[config.mk]
export PLATFORM = sky130hd
export DESIGN_NAME = spi_master_flat
export DESIGN_NICKNAME = d
export VERILOG_FILES = /design/src/rtl/spi_master_if.sv /design/src/rtl/spi_master.sv /design/src/flat_wrapper.sv
export SDC_FILE = /design/constraint.sdc
export NUM_CORES = 1
export LEC_CHECK = 0
export CAP_MARGIN = 40
export CORE_MARGIN = 2
export CORE_UTILIZATION = 44
export CTS_CLUSTER_SIZE = 30
export DETAILED_ROUTE_END_ITERATION = 6
export PLACE_DENSITY = 0.78
export REMOVE_ABC_BUFFERS = 1
export SLEW_MARGIN = 20
export SYNTH_ARGS = -nofsm -noshare
export SYNTH_HDL_FRONTEND = slang
export SYNTH_SLANG_ARGS = --single-unit
[constraint.sdc]
create_clock -name clk -period 2.2 [get_ports clk]
set_input_delay 0.55 -clock clk [delete_from_list [all_inputs] [get_ports clk]]
set_output_delay 0.55 -clock clk [all_outputs]
set_load 0.02 [all_outputs]
[src/rtl/spi_master_if.sv]
// spi_master_if: host control and SPI pin bundle for spi_master.
// Handshake: go is sampled on a rising clk edge while the master is idle
// and done is low; busy rises the next cycle and stays high for the whole
// transfer; done pulses high for exactly one cycle, in the same cycle busy
// falls and datao takes the received word. go while busy or done is ignored.
interface spi_master_if #(
   parameter int DATA_WIDTH        = 8,
   parameter int CLK_DIVIDER_WIDTH = 4
);
   logic                         CPOL;
   logic                         CPHA;
   logic [CLK_DIVIDER_WIDTH-1:0] clk_divider;
   logic                         go;
   logic [DATA_WIDTH-1:0]        datai;
   logic [DATA_WIDTH-1:0]        datao;
   logic                         busy;
   logic                         done;
   logic                         sclk;
   logic                         csb;
   logic                         din;
   logic                         dout;

   modport master (
      input  CPOL, CPHA, clk_divider, go, datai, dout,
      output datao, busy, done, sclk, csb, din
   );

   modport slave (
      output CPOL, CPHA, clk_divider, go, datai, dout,
      input  datao, busy, done, sclk, csb, din
   );
endinterface

[src/rtl/spi_master.sv]
// spi_master: single-channel full-duplex SPI master, all four CPOL/CPHA modes,
// SCLK half-period of clk_divider+1 system clocks.
// Optional macro SPI_LSB_FIRST_EN: shift LSB first instead of MSB first.
module spi_master #(
   parameter int DATA_WIDTH        = 8,
   parameter int CLK_DIVIDER_WIDTH = 4
) (
   input  logic         clk,
   input  logic         resetb,
   spi_master_if.master bus,
   output logic [1:0]   state_dbg
);

   localparam int EW = $clog2(2 * DATA_WIDTH);
   localparam logic [EW-1:0] LAST_EDGE = EW'(2 * DATA_WIDTH - 1);

   typedef enum logic [1:0] {
      ST_IDLE  = 2'd0,
      ST_LEAD  = 2'd1,
      ST_SHIFT = 2'd2,
      ST_TRAIL = 2'd3
   } state_t;

   state_t                       state_q, state_d;
   logic [CLK_DIVIDER_WIDTH-1:0] cnt_q, cnt_d;
   logic [CLK_DIVIDER_WIDTH-1:0] div_q, div_d;
   logic                         cpol_q, cpol_d;
   logic                         cpha_q, cpha_d;
   logic                         phase_q, phase_d;
   logic [EW-1:0]                edge_q, edge_d;
   logic [DATA_WIDTH-1:0]        tx_q, tx_d;
   logic [DATA_WIDTH-1:0]        rx_q, rx_d;
   logic [DATA_WIDTH-1:0]        datao_q, datao_d;
   logic                         din_q, din_d;
   logic                         busy_q, busy_d;
   logic                         csb_q, csb_d;
   logic                         done_q, done_d;

   // Bit-order dependent views of the shift registers.
   logic                  tx_bit;
   logic [DATA_WIDTH-1:0] tx_rest;
   logic                  load_bit;
   logic [DATA_WIDTH-1:0] load_rest;
   logic [DATA_WIDTH-1:0] rx_next;

   logic tick;
   logic leading;
   logic last_edge;

`ifdef SPI_LSB_FIRST_EN
   assign tx_bit    = tx_q[0];
   assign tx_rest   = tx_q >> 1;
   assign load_bit  = bus.datai[0];
   assign load_rest = bus.datai >> 1;
   assign rx_next   = {bus.dout, rx_q[DATA_WIDTH-1:1]};
`else
   assign tx_bit    = tx_q[DATA_WIDTH-1];
   assign tx_rest   = tx_q << 1;
   assign load_bit  = bus.datai[DATA_WIDTH-1];
   assign load_rest = bus.datai << 1;
   assign rx_next   = {rx_q[DATA_WIDTH-2:0], bus.dout};
`endif

   // Half-period timer expiry and SCLK edge classification (edge k = edge_q+1).
   assign tick      = (cnt_q == div_q);
   assign leading   = ~edge_q[0];
   assign last_edge = (edge_q == LAST_EDGE);

   // State register and datapath flops with synchronous active-low reset.
   always_ff @(posedge clk) begin
      if (!resetb) begin
         state_q <= ST_IDLE;
         cnt_q   <= '0;
         div_q   <= '0;
         cpol_q  <= 1'b0;
         cpha_q  <= 1'b0;
         phase_q <= 1'b0;
         edge_q  <= '0;
         tx_q    <= '0;
         rx_q    <= '0;
         datao_q <= '0;
         din_q   <= 1'b0;
         busy_q  <= 1'b0;
         csb_q   <= 1'b1;
         done_q  <= 1'b0;
      end else begin
         state_q <= state_d;
         cnt_q   <= cnt_d;
         div_q   <= div_d;
         cpol_q  <= cpol_d;
         cpha_q  <= cpha_d;
         phase_q <= phase_d;
         edge_q  <= edge_d;
         tx_q    <= tx_d;
         rx_q    <= rx_d;
         datao_q <= datao_d;
         din_q   <= din_d;
         busy_q  <= busy_d;
         csb_q   <= csb_d;
         done_q  <= done_d;
      end
   end

   // Next-state and datapath logic: accept, half-period timing, SCLK edges, finish.
   always_comb begin
      state_d = state_q;
      cnt_d   = cnt_q;
      div_d   = div_q;
      cpol_d  = cpol_q;
      cpha_d  = cpha_q;
      phase_d = phase_q;
      edge_d  = edge_q;
      tx_d    = tx_q;
      rx_d    = rx_q;
      datao_d = datao_q;
      din_d   = din_q;
      busy_d  = busy_q;
      csb_d   = csb_q;
      done_d  = 1'b0;

      if (state_q != ST_IDLE) begin
         cnt_d = tick ? '0 : cnt_q + 1'b1;
      end

      case (state_q)
         ST_IDLE: begin
            // A go coinciding with the done pulse is deliberately dropped.
            if (bus.go && !done_q) begin
               state_d = ST_LEAD;
               busy_d  = 1'b1;
               csb_d   = 1'b0;
               cnt_d   = '0;
               div_d   = bus.clk_divider;
               cpol_d  = bus.CPOL;
               cpha_d  = bus.CPHA;
               phase_d = 1'b0;
               edge_d  = '0;
               rx_d    = '0;
               if (!bus.CPHA) begin
                  // Mode with leading-edge sampling needs the first bit up front.
                  din_d = load_bit;
                  tx_d  = load_rest;
               end else begin
                  tx_d = bus.datai;
               end
            end
         end

         ST_LEAD, ST_SHIFT: begin
            // The LEAD timeout produces edge 1; SHIFT produces edges 2..2W.
            if (tick) begin
               phase_d = ~phase_q;
               edge_d  = edge_q + 1'b1;
               state_d = last_edge ? ST_TRAIL : ST_SHIFT;
               if (leading) begin
                  if (!cpha_q) begin
                     rx_d = rx_next;
                  end else begin
                     din_d = tx_bit;
                     tx_d  = tx_rest;
                  end
               end else begin
                  if (cpha_q) begin
                     rx_d = rx_next;
                  end else if (!last_edge) begin
                     din_d = tx_bit;
                     tx_d  = tx_rest;
                  end
               end
            end
         end

         ST_TRAIL: begin
            if (tick) begin
               state_d = ST_IDLE;
               busy_d  = 1'b0;
               csb_d   = 1'b1;
               done_d  = 1'b1;
               datao_d = rx_q;
            end
         end

         default: begin
            state_d = ST_IDLE;
         end
      endcase
   end

   // While idle SCLK follows the live CPOL; during a transfer the latched one.
   assign bus.sclk  = phase_q ^ ((state_q == ST_IDLE) ? bus.CPOL : cpol_q);
   assign bus.datao = datao_q;
   assign bus.busy  = busy_q;
   assign bus.done  = done_q;
   assign bus.csb   = csb_q;
   assign bus.din   = din_q;
   assign state_dbg = state_q;

endmodule

[src/flat_wrapper.sv]
// flat-port wrapper written by rule: the top's interface ports become plain ports
module spi_master_flat 
#(
   parameter int DATA_WIDTH        = 8,
   parameter int CLK_DIVIDER_WIDTH = 4
)
  (clk, resetb, state_dbg, bus_CPOL, bus_CPHA, bus_clk_divider, bus_go, bus_datai, bus_dout, bus_datao, bus_busy, bus_done, bus_sclk, bus_csb, bus_din);
  spi_master_if #(.DATA_WIDTH(DATA_WIDTH), .CLK_DIVIDER_WIDTH(CLK_DIVIDER_WIDTH)) bus_i ();
  input  logic clk;
  input  logic resetb;
  output logic [1:0] state_dbg;
  input wire logic [$bits(bus_i.CPOL)-1:0] bus_CPOL;
  input wire logic [$bits(bus_i.CPHA)-1:0] bus_CPHA;
  input wire logic [$bits(bus_i.clk_divider)-1:0] bus_clk_divider;
  input wire logic [$bits(bus_i.go)-1:0] bus_go;
  input wire logic [$bits(bus_i.datai)-1:0] bus_datai;
  input wire logic [$bits(bus_i.dout)-1:0] bus_dout;
  output wire logic [$bits(bus_i.datao)-1:0] bus_datao;
  output wire logic [$bits(bus_i.busy)-1:0] bus_busy;
  output wire logic [$bits(bus_i.done)-1:0] bus_done;
  output wire logic [$bits(bus_i.sclk)-1:0] bus_sclk;
  output wire logic [$bits(bus_i.csb)-1:0] bus_csb;
  output wire logic [$bits(bus_i.din)-1:0] bus_din;
  assign bus_i.CPOL = bus_CPOL;
  assign bus_i.CPHA = bus_CPHA;
  assign bus_i.clk_divider = bus_clk_divider;
  assign bus_i.go = bus_go;
  assign bus_i.datai = bus_datai;
  assign bus_i.dout = bus_dout;
  assign bus_datao = bus_i.datao;
  assign bus_busy = bus_i.busy;
  assign bus_done = bus_i.done;
  assign bus_sclk = bus_i.sclk;
  assign bus_csb = bus_i.csb;
  assign bus_din = bus_i.din;
  spi_master #(.DATA_WIDTH(DATA_WIDTH), .CLK_DIVIDER_WIDTH(CLK_DIVIDER_WIDTH)) u_core (.clk(clk), .resetb(resetb), .bus(bus_i), .state_dbg(state_dbg));
endmodule
==> results of run 1 <==
==> cells in the final DEF, fill, tap and decap left out, drive strengths merged <==
| master | synthesis | layout |
|---|---|---|
| a211oi | 5 | 5 |
| a21o | 1 | 1 |
| a21oi | 18 | 18 |
| a22o | 8 | 8 |
| a22oi | 1 | 1 |
| a311oi | 1 | 1 |
| and2 | 1 | 1 |
| and3 | 2 | 2 |
| buf | 2 | 17 |
| clkbuf | 13 | 8 |
| clkdlybuf4s50 | 0 | 31 |
| dfxtp | 45 | 45 |
| ha | 5 | 5 |
| inv | 6 | 6 |
| mux2i | 17 | 17 |
| nand2 | 29 | 29 |
| nand2b | 1 | 1 |
| nand3 | 19 | 19 |
| nand3b | 2 | 2 |
| nand4 | 2 | 2 |
| nand4b | 1 | 1 |
| nor2 | 16 | 16 |
| nor2b | 2 | 2 |
| nor3 | 4 | 4 |
| nor3b | 1 | 1 |
| nor4 | 1 | 1 |
| o211ai | 1 | 1 |
| o21ai | 22 | 22 |
| o22ai | 2 | 2 |
| o41ai | 2 | 2 |
| or2 | 1 | 1 |
| or4 | 2 | 2 |
| xnor2 | 1 | 1 |
| xor2 | 5 | 5 |
==> stage by stage <==
step / setup TNS [ns] / setup slack (ns) / power, W / hold slack, ns
global placement: -0.231 / -0.231 / 0.00284 / 0.446
detailed placement: -0.284 / -0.261 / 0.00289 / 0.447
CTS: 0 / 0.00862 / 0.00338 / 0.458
floorplan: -0.393 / -0.0515 / 0.00219 / 0.436
finish: 0 / 0.0969 / 0.00337 / 0.456
global route: 0 / 0.00330 / 0.00362 / 0.477
==> routing by layer <==
layer,vias to the layer above,share of wire,track usage
met3,8,0.038,0.0472
met5,-,0,0
met4,0,0.017,0.0658
li1,930,-,-
met2,37,0.48,0.299
met1,844,0.47,0.249
==> what timing repair did <==
action                     4_1_cts  5_1_grt
setup endpoints to repair        1        1
gates cloned                     0        0
gates resized for setup          1        3
hold endpoints to repair         0        0
==> flip-flops by register name, indices dropped and copies added (netlist names) <==
| signal | flops |
|---|---|
| u_core.cpol_q | 1 |
| u_core.bus.busy | 1 |
| u_core.edge_q | 4 |
| u_core.cnt_q | 4 |
| u_core.tx_q | 8 |
| u_core.bus.datao | 8 |
| u_core.bus.done | 1 |
| u_core.bus.csb | 1 |
| u_core.rx_q | 8 |
| u_core.bus.din | 1 |
| u_core.state_dbg | 2 |
| u_core.cpha_q | 1 |
| u_core.div_q | 4 |
| u_core.phase_q | 1 |
==> cell type report <==
class,count,area [um2],area share
clock buffers,7,86.3,0.0333
multi-input cells,173,1080,0.415
flip-flops and latches,45,901,0.347
repair buffers,49,443,0.171
well taps,52,65.1,0.0251
inverters,6,22.5,0.00868
==> worst max-delay path, stage by stage (launching register included) <==
cell and delay (ns):
dfxtp_1 0.42, xor2_1 0.13, or4_1 0.59, buf_4 0.20, nor2_1 0.11, o22ai_1 0.24, a22o_1 0.31
==> cell families (layout without fill, tap and decap cells) <==
kind of cell / count (synthesis) / after routing / share of synthesized area
fa+ha+maj: 5 / 5 / 0.0303
simple gates: 84 / 84 / 0.199
mux: 17 / 17 / 0.0825
buf+inv: 21 / 62 / 0.0407
xor+xnor: 6 / 6 / 0.0255
flops: 45 / 45 / 0.437
compound gates: 61 / 61 / 0.185
==> power groups by stage <==
stage | logic (W) | clock network [W] | registers, W
6_report | 0.00178 | 0.000509 | 0.00107
5_1_grt | 0.00198 | 0.000553 | 0.00109
4_1_cts | 0.00179 | 0.000516 | 0.00107
3_5_place_dp | 0.00179 | 0 | 0.00109
3_3_place_gp | 0.00176 | 0 | 0.00109
2_1_floorplan | 0.00106 | 0 | 0.00113
==> worst paths after layout <==
path                         end  slack, ns                start
min          u_core.bus.datao[1]       0.46  u_core.bus.datao[1]
max reg2reg       u_core.rx_q[7]        0.1      u_core.cnt_q[0]
min reg2reg  u_core.bus.datao[1]       0.46  u_core.bus.datao[1]
max               u_core.rx_q[7]        0.1      u_core.cnt_q[0]
==> flow_summary.yaml, run 1 <==
power_and_ir_drop:
  p_int_w: 0.00196
  sequentialPowerShare: 0.319
  swShare: 0.417
  p_leak_nw: 1.04
  switchingPower_w: 0.00140
  ir_drop_v: 0.000923
  clockPowerShare: 0.151
  pwr_density_cell_nw_per_um2: 1300
  p_comb_frac: 0.530
setup_path:
  path_class: "reg -> reg"
  path_max_fanout: 8
  rr_worst_depth: 6
  crit_arrival_ns: 2.29
  cp.required_ns: 2.39
  startpoint_type: "register"
  worstSetupEndpointType: "register"
drt:
  drt_iter0_markers: 114
  first_pass_iters: 4
  wl_per_cell_um: 13.7
  via_per_inst: 5.48
  vias: 1819
  routed_wl_mm: 4.53
  post-route-drc-count: 0
  ant_nets: 0
synthesis:
  yosysMostFrequentCell: "dfxtp_1"
  synthCells: 239
  avgSynthCellArea_um2: 8.63
  synth.top_cells.by_count: "dfxtp_1 (45), nand2_1 (29), o21ai_0 (22)"
  ys_top_cells_by_area: "dfxtp_1 (44%), mux2i_1 (8.3%), o21ai_0 (5.3%)"
  synth_cell_types: 36
  synthFlopType: "dfxtp_1"
  ys_seq_area_frac: 0.437
  synth_edf_count: 0
  async_reset_ff_frac: 0
  synth-seq-cells: 45
  syn-cell-area_um2: 2060
  yosys.area.top_type_share: 0.437
  yosysWarnings: 0
  yosysTopAreaCell: "dfxtp_1"
timing:
  timing.final.crit_share: 0.956
  setup_viol: 0
  fin_crit_ns: 2.10
  rsz0062_at_grt: "no"
  hold_violations: 0
  max_freq_mhz: 475
  finClkSkew_ns: 0.00260
  slew_headroom: 0.535
  maxSlewViolCount: 0
  tightest_slew_ns: 0.697
place:
  dp_hpwl_mm: 3.34
  place_inst: 325
  gp_congestion: 0.831
  portBuffers: 32
  post_dp_cell_area_um2: 2510
cells_and_area:
  utilization: 0.584
  antennaDiodeCount: 0
  drive_gt1_frac: 0.100
  final_area_um2: 2590
  instances_no_fill: 332
  syn2layout_area_growth_pct: 25.8
  nFillCells: 415
  final_nets: 303
global_route:
  grt_usage: 0.188
  grt_pass1_wl_mm: 7.78
  grt_pass1_vias: 1723
  grt_overflow: 0
  antenna_found_initial: 0
  grt_max_degree: 19
cts:
  cts_made_buffers: 5
  clock-sinks: 45
  clkTransAtPathRegs_ns: 0.08
  clk_latency_ns: 0.29
  post_cts_buffers: 0
  cts_max_path_buffers: 2
  ctsHoldBuffers: 0
  cts_tree: "built"
  cts.root.buffer_cell: "clkbuf_8"
  htree_levels: 2
die:
  chipHeight_um: 72.5
  die_w_um: 72.5
  rows: 24
  initial_core_util: 0.464
  coreArea_um2: 4440
  dieArea_um2: 5250
  ioPinCount: 33
worst_hold_path:
  worstHoldPathType: "reg -> reg"
  hold_depth: 2
run_status:
  status: "finished, final reports clean"
run:
  max_cap_viol_count: 0
Power figures use the tool's default switching activity.
==> inputs of run 2 (changes only) <==
--- a/config.mk
+++ b/config.mk
@@ -16,3 +16,4 @@
 export SYNTH_ARGS = -nofsm -noshare
 export SYNTH_HDL_FRONTEND = slang
 export SYNTH_SLANG_ARGS = --single-unit
+export TNS_END_PERCENT = 30
==> results of run 2 <==
The final DEF is identical to that of run 1; final timing and power are the same.
